<file path="src/rtl/imem_pkg.sv">
// -----------------------------------------------------------------------------
// imem_pkg
// Shared types and defaults for the instruction-memory programming controller.
//   imem_state_t : controller FSM states (IDLE, LOAD, RELEASE, ERROR)
//   MEM_BYTES    : default instruction memory size in bytes
//   ADDR_W       : default byte address width, $clog2(MEM_BYTES)
//   LEN_W        : width of the requested load length
//   len_ok()     : true when a requested length fits in the memory (1..mem_bytes)
// -----------------------------------------------------------------------------
package imem_pkg;

  localparam int MEM_BYTES = 128;
  localparam int ADDR_W    = $clog2(MEM_BYTES);
  localparam int LEN_W     = 8;

  typedef enum logic [1:0] {
    IDLE    = 2'd0,
    LOAD    = 2'd1,
    RELEASE = 2'd2,
    ERROR   = 2'd3
  } imem_state_t;

  // A zero-length image is meaningless and anything longer than the memory
  // would wrap onto already-written bytes, so both are rejected up front.
  function automatic logic len_ok(input logic [LEN_W-1:0] len, input int mem_bytes);
    return (len != '0) && (int'(len) <= mem_bytes);
  endfunction

endpackage : imem_pkg

</file>
<file path="src/rtl/imem_prog_ctrl_timeout.sv">
// -----------------------------------------------------------------------------
// imem_timeout
// Clearable saturating inactivity counter used while an image is streaming in.
// Ports:
//   clk_i     : clock, rising edge
//   rst_i     : synchronous active-high reset
//   clr_i     : clear the count (has priority over inc_i)
//   inc_i     : count one idle cycle
//   expired_o : this idle cycle is the TIMEOUT-th consecutive one; the count
//               reaches TIMEOUT at the coming edge (or is already saturated)
// -----------------------------------------------------------------------------
module imem_timeout #(
  parameter int TIMEOUT = 16
) (
  input  logic clk_i,
  input  logic rst_i,
  input  logic clr_i,
  input  logic inc_i,
  output logic expired_o
);

  localparam int CW = $clog2(TIMEOUT + 1);

  logic [CW-1:0] count_q, count_d;

  always_comb begin
    count_d = count_q;
    if (clr_i) begin
      count_d = '0;
    end else if (inc_i && (count_q != CW'(TIMEOUT))) begin
      count_d = count_q + CW'(1);
    end
  end

  always_ff @(posedge clk_i) begin
    if (rst_i) begin
      count_q <= '0;
    end else begin
      count_q <= count_d;
    end
  end

  // Flag is combinational on the idle cycle itself so the owner can change
  // state at the same edge that ends the final permitted idle cycle.
  assign expired_o = inc_i && !clr_i && (count_d == CW'(TIMEOUT));

endmodule : imem_timeout

</file>
<file path="src/rtl/imem_prog_ctrl.sv">
// -----------------------------------------------------------------------------
// imem_prog_ctrl
// Reloads the byte-addressed instruction memory from an external byte stream
// while holding the core off the fetch path, then pulses a core reset.
// Ports:
//   CLK, RST             : clock and synchronous active-high reset
//   Prog_Start, Prog_Len : load request and its byte count (sampled on accept)
//   Byte_Valid/Data      : incoming stream byte
//   Byte_Ready           : controller accepts a byte this cycle (LOAD only)
//   Mem_WE/WAddr/WData   : instruction memory byte write port
//   Cpu_Stall            : core holds PC, suppresses writes (LOAD/RELEASE/ERROR)
//   Cpu_Rst              : one-cycle core reset after a completed load
//   Busy                 : load in progress
//   Done                 : one-cycle pulse on successful completion
//   Err                  : one-cycle pulse on a rejected length in IDLE,
//                          level while in ERROR
// -----------------------------------------------------------------------------
module imem_prog_ctrl #(
  parameter int MEM_BYTES = imem_pkg::MEM_BYTES,
  parameter int ADDR_W    = imem_pkg::ADDR_W,
  parameter int TIMEOUT   = 16
) (
  input  logic              CLK,
  input  logic              RST,
  input  logic              Prog_Start,
  input  logic [7:0]        Prog_Len,
  input  logic              Byte_Valid,
  input  logic [7:0]        Byte_Data,
  output logic              Byte_Ready,
  output logic              Mem_WE,
  output logic [ADDR_W-1:0] Mem_WAddr,
  output logic [7:0]        Mem_WData,
  output logic              Cpu_Stall,
  output logic              Cpu_Rst,
  output logic              Busy,
  output logic              Done,
  output logic              Err
);

  import imem_pkg::*;

  // One extra bit so a counter holding MEM_BYTES after the last byte never
  // aliases address 0.
  localparam int CNT_W = ADDR_W + 1;
  localparam int CMP_W = (CNT_W > LEN_W) ? CNT_W : LEN_W;

  imem_state_t      state_q, state_d;
  logic [CNT_W-1:0] byte_cnt_q, byte_cnt_d;
  logic [LEN_W-1:0] len_q, len_d;
  logic             err_pulse_q, err_pulse_d;

  logic handshake;
  logic last_byte;
  logic start_ok;
  logic to_clr;
  logic to_inc;
  logic to_expired;

  assign start_ok  = Prog_Start && len_ok(Prog_Len, MEM_BYTES);

  // Reset outranks a simultaneous byte: nothing is written on a reset edge.
  assign handshake = (state_q == LOAD) && Byte_Valid && !RST;

  // len_q is at least 1 whenever LOAD is active, so len-1 never underflows.
  assign last_byte = (CMP_W'(byte_cnt_q) == (CMP_W'(len_q) - CMP_W'(1)));

  // The inactivity counter only runs inside LOAD and restarts on every byte.
  assign to_clr = (state_q != LOAD) || handshake;
  assign to_inc = (state_q == LOAD) && !handshake;

  imem_timeout #(
    .TIMEOUT (TIMEOUT)
  ) u_timeout (
    .clk_i     (CLK),
    .rst_i     (RST),
    .clr_i     (to_clr),
    .inc_i     (to_inc),
    .expired_o (to_expired)
  );

  // Write port: address straight from the counter so the byte lands on the
  // handshake edge; data is a pass-through of the stream.
  assign Mem_WE    = handshake;
  assign Mem_WAddr = byte_cnt_q[ADDR_W-1:0];
  assign Mem_WData = Byte_Data;

  always_comb begin
    state_d     = state_q;
    byte_cnt_d  = byte_cnt_q;
    len_d       = len_q;
    err_pulse_d = 1'b0;

    Byte_Ready  = 1'b0;
    Cpu_Stall   = 1'b0;
    Cpu_Rst     = 1'b0;
    Busy        = 1'b0;
    Done        = 1'b0;
    Err         = err_pulse_q;

    unique case (state_q)
      IDLE: begin
        if (Prog_Start) begin
          if (start_ok) begin
            len_d      = Prog_Len;
            byte_cnt_d = '0;
            state_d    = LOAD;
          end else begin
            err_pulse_d = 1'b1;
          end
        end
      end

      LOAD: begin
        Byte_Ready = 1'b1;
        Cpu_Stall  = 1'b1;
        Busy       = 1'b1;
        if (handshake) begin
          byte_cnt_d = byte_cnt_q + CNT_W'(1);
          if (last_byte) begin
            state_d = RELEASE;
          end
        end else if (to_expired) begin
          state_d = ERROR;
        end
      end

      RELEASE: begin
        Cpu_Stall = 1'b1;
        Cpu_Rst   = 1'b1;
        Done      = 1'b1;
        state_d   = IDLE;
      end

      ERROR: begin
        // The image is partial, so the core stays stalled until a fresh,
        // valid load replaces it from address 0.
        Cpu_Stall = 1'b1;
        Err       = 1'b1;
        if (start_ok) begin
          len_d      = Prog_Len;
          byte_cnt_d = '0;
          state_d    = LOAD;
        end
      end

      default: begin
        state_d = IDLE;
      end
    endcase
  end

  always_ff @(posedge CLK) begin
    if (RST) begin
      state_q     <= IDLE;
      byte_cnt_q  <= '0;
      len_q       <= '0;
      err_pulse_q <= 1'b0;
    end else begin
      state_q     <= state_d;
      byte_cnt_q  <= byte_cnt_d;
      len_q       <= len_d;
      err_pulse_q <= err_pulse_d;
    end
  end

endmodule : imem_prog_ctrl

</file>
<file path="config.mk">
export PLATFORM = sky130hd
export DESIGN_NAME = imem_prog_ctrl
export DESIGN_NICKNAME = d
export VERILOG_FILES = /design/src/rtl/imem_pkg.sv /design/src/rtl/imem_prog_ctrl_timeout.sv /design/src/rtl/imem_prog_ctrl.sv
export SDC_FILE = /design/constraint.sdc
export NUM_CORES = 1
export LEC_CHECK = 0
export CORE_UTILIZATION = 33
export DETAILED_ROUTE_END_ITERATION = 6
export PLACE_DENSITY = 0.7
export SETUP_SLACK_MARGIN = 0.05
export SLEW_MARGIN = 10
export SYNTH_ARGS = -nofsm -noshare
export SYNTH_HDL_FRONTEND = slang
export SYNTH_SLANG_ARGS = --single-unit
export TNS_END_PERCENT = 30
</file>
<file path="constraint.sdc">
create_clock -name CLK -period 2 [get_ports CLK]
set_input_delay 0.6 -clock CLK [delete_from_list [all_inputs] [get_ports CLK]]
set_output_delay 0.6 -clock CLK [all_outputs]
set_load 0.02 [all_outputs]
</file>
==> impl_metrics.yaml <==
outcome:
  outcome: "complete, no violations"
worst_setup_path:
  worstSetupStartpoint: "Prog_Len[4]"
  crit_end: "byte_cnt_q[3]"
  cp_max_fo: 4
  worstRegToRegCells: 9
  worstPathRequired_ns: 2.21
  crit_path_end_kind: "flop"
  critPathLaunchType: "input port"
  reg2reg_slack_ns: 0.07
  rr_startpoint: "state_q[1]"
  worstPathArrival_ns: 2.16
  path_class: "in -> reg"
  reg2reg_to: "state_q[1]"
route:
  dr.pass1.iters: 3
  wl_per_cell_um: 12.1
  drtIter0Drc: 26
  antenna_left: 0
  vias_per_cell: 4.60
  dr_total_vias: 1352
  routed_wl_mm: 3.56
  post-route-drc-count: 0
sta:
  fin_crit_ns: 1.95
  period_share_pct: 97.5
  setup-tns-final_ns: 0
  rsz0062_at_grt: "yes"
  max_freq_mhz: 513
  setup_viol: 0
  slew_viol_final: 0
  tightest_slew_ns: 0.570
  hold_violations: 0
  setup_slack_ns: 0.0509
  clock_skew_ns: 0.00268
  relSlewSlack_pct: 61.9
power_and_ir_drop:
  powerDensity_mw_per_mm2: 647
  p_leak_nw: 0.979
  ir_drop_v: 0.000327
  power_w: 0.00141
layout:
  area_delta_synth_final_pct: 30.4
  fin_nets: 258
  fillers: 476
  layout-drive-gt1-share_pct: 31.3
  diodes: 0
  fin_util_pct: 45.4
place:
  dp_hpwl_mm: 2.74
  place_congestion: 0.794
  place_ws_ns: -0.486
  port_buffers: 25
global_routing:
  antenna_found_initial: 0
  grt_util_met1_pct: 16.4
  use_met2_pct: 23.0
  track_usage_pct: 13.5
  gr-total-overflow: 0
  met3_usage_pct: 3.70
  grt_max_degree: 14
  grt_pass1_vias: 1275
  gr-max-usage-layer: "met2"
  grt_first_pass_wirelength_mm: 5.61
clocking:
  clock_latency_ns: 0.27
  cts_tree: "built"
  path_clk_slew_ns: 0.09
  clock_sinks: 24
  h-tree-depth: 1
  cts_made_buffers: 3
  cts_root_buf: "clkbuf_8"
  clockBufferDepth: 2
floorplan:
  initial_core_util_pct: 34.8
  design.die.area_mm2: 0.00537
  die_w_um: 73.3
  core_mm2: 0.00482
  io_pins: 42
  fp.dieH_um: 73.3
  rows: 25
logic_synthesis:
  syn_nets: 223
  synth.top_cell.area_share_pct: 28.7
  synth-seq-cells: 24
  synth.distinct_cells: 42
  syn_area_mm2: 0.00168
  yosysWarnings: 0
  synth_area_leaders: "dfxtp_1 (29%), buf_4 (8.1%), ha_1 (7.5%)"
  synth_top_area_cell: "dfxtp_1"
  seq_area_frac_synth_pct: 28.7
  avgSynthCellArea_um2: 8.69
  synth_cells: 193
worst_hold_path:
  hp-class: "reg -> reg"
run:
  cap_viol_max_count: 0
[kinds of logic (layout without fill, tap and decap cells)]
kind of cell / Yosys count / count (layout) / share of synthesized area, %
AOI/OAI and AO/OA: 25 / 25 / 10.2
xor gates and xnor gates: 19 / 19 / 9.93
adders and majority gates: 10 / 10 / 7.46
buffers and inverters: 32 / 66 / 12.5
DFF: 24 / 24 / 28.7
muxes: 12 / 12 / 7.16
and+or+nand+nor: 71 / 71 / 24.0
[layout by cell type (no fill, tap or decap), drive strengths merged, types with 3 or more instances in the layout]
cell type / count
xor2: 7
a21oi: 8
nand3: 3
nor3: 7
o21ai: 3
nand4: 3
ha: 10
mux2i: 12
clkdlybuf4s50: 4
or2: 3
clkbuf: 7
dlymetal6s2s: 5
nor4: 3
xnor2: 12
and3: 3
clkdlybuf4s15: 4
dfxtp: 24
nor2: 25
dlygate4sd2: 8
nand2b: 4
inv: 9
nand2: 11
buf: 29
[through the flow]
step | instance area (um^2) | hold WS [ns] | instances
finish | 2190 | 0.549 | 294
global route | 2190 | 0.585 | 294
CTS | 2060 | 0.524 | 290
detailed placement | 2010 | 0.512 | 286
global placement | 2010 | 0.507 | 286
floorplan | 1680 | 0.471 | 193
[cell usage after synthesis]
cell type  count
xor2_1         7
nand3_1        3
nand3b_1       2
mux2i_1       12
o31ai_2        1
dfxtp_1       24
and3_1         3
nand4_1        3
o211ai_2       1
and4_1         1
a31oi_1        2
nand2b_1       4
o21ai_0        2
nand2_1       11
nor4_4         1
nor3_1         4
nor3_2         3
inv_1          9
a22oi_1        1
buf_4         18
o211ai_1       1
and4b_1        1
nor2_1        25
ha_1          10
o31ai_1        1
o21bai_1       1
and4bb_1       1
a211o_1        1
clkbuf_1       2
or3_1          1
xnor2_1       12
buf_6          3
a21oi_1        8
nor4_2         2
a41oi_1        2
or2b_1         1
a211oi_1       1
or2_2          2
o21ai_1        1
and2_1         2
a21o_1         2
or2_4          1
[worst min path at each step]
stage / startpoint / end / slack (ns) / depth (start not counted)
2_1_floorplan: state_q[1] / state_q[1] / 0.47 / 2
3_3_place_gp: state_q[1] / state_q[1] / 0.51 / 2
3_5_place_dp: state_q[1] / state_q[1] / 0.51 / 2
4_1_cts: state_q[1] / state_q[1] / 0.52 / 2
5_1_grt: state_q[1] / state_q[1] / 0.58 / 2
6_report: state_q[1] / state_q[1] / 0.55 / 2
[metal layers]
metal / part of all wire, % / up-vias
li1: - / 711
met1: 45 / 617
met2: 50 / 20
met3: 4.0 / 4
met4: 0.70 / 0
met5: 0 / -
[where the power goes]
part | leakage [nW] | switching, W | internal, W
clock network | 0.0288 | 0.000161 | 0.000176
logic | 0.752 | 0.000271 | 0.000263
registers | 0.198 | 0.0000343 | 0.000509
[timing repair]
item | 4_1_cts | 5_1_grt
setup endpoints to repair | 29 | 23
hold buffers | 0 | 0
setup buffers | 0 | 4
gates resized for setup | 28 | 38
pin swaps | 7 | 13
[registers in the layout, indices dropped and copies added, names as in the netlist]
name               flops
len_q                  8
u_timeout.count_q      5
state_q                2
err_pulse_q            1
byte_cnt_q             8
[final cells by class]
class	count	area [um^2]	area share [%]
multi-input cells	137	1070	48.8
flip-flops and latches	24	492	22.5
repair buffers	53	452	20.7
well taps	67	83.8	3.84
clock buffers	4	55.1	2.52
inverters	9	36.3	1.66
[critical path: stages]
cell           delay [ns]
dlygate4sd2_1        0.26
nor4_4               0.19
and3_4               0.23
o211ai_1             0.12
a21o_1               0.26
or3_1                0.36
a21oi_1              0.13
Note: power is estimated with default switching activity, not from simulation.
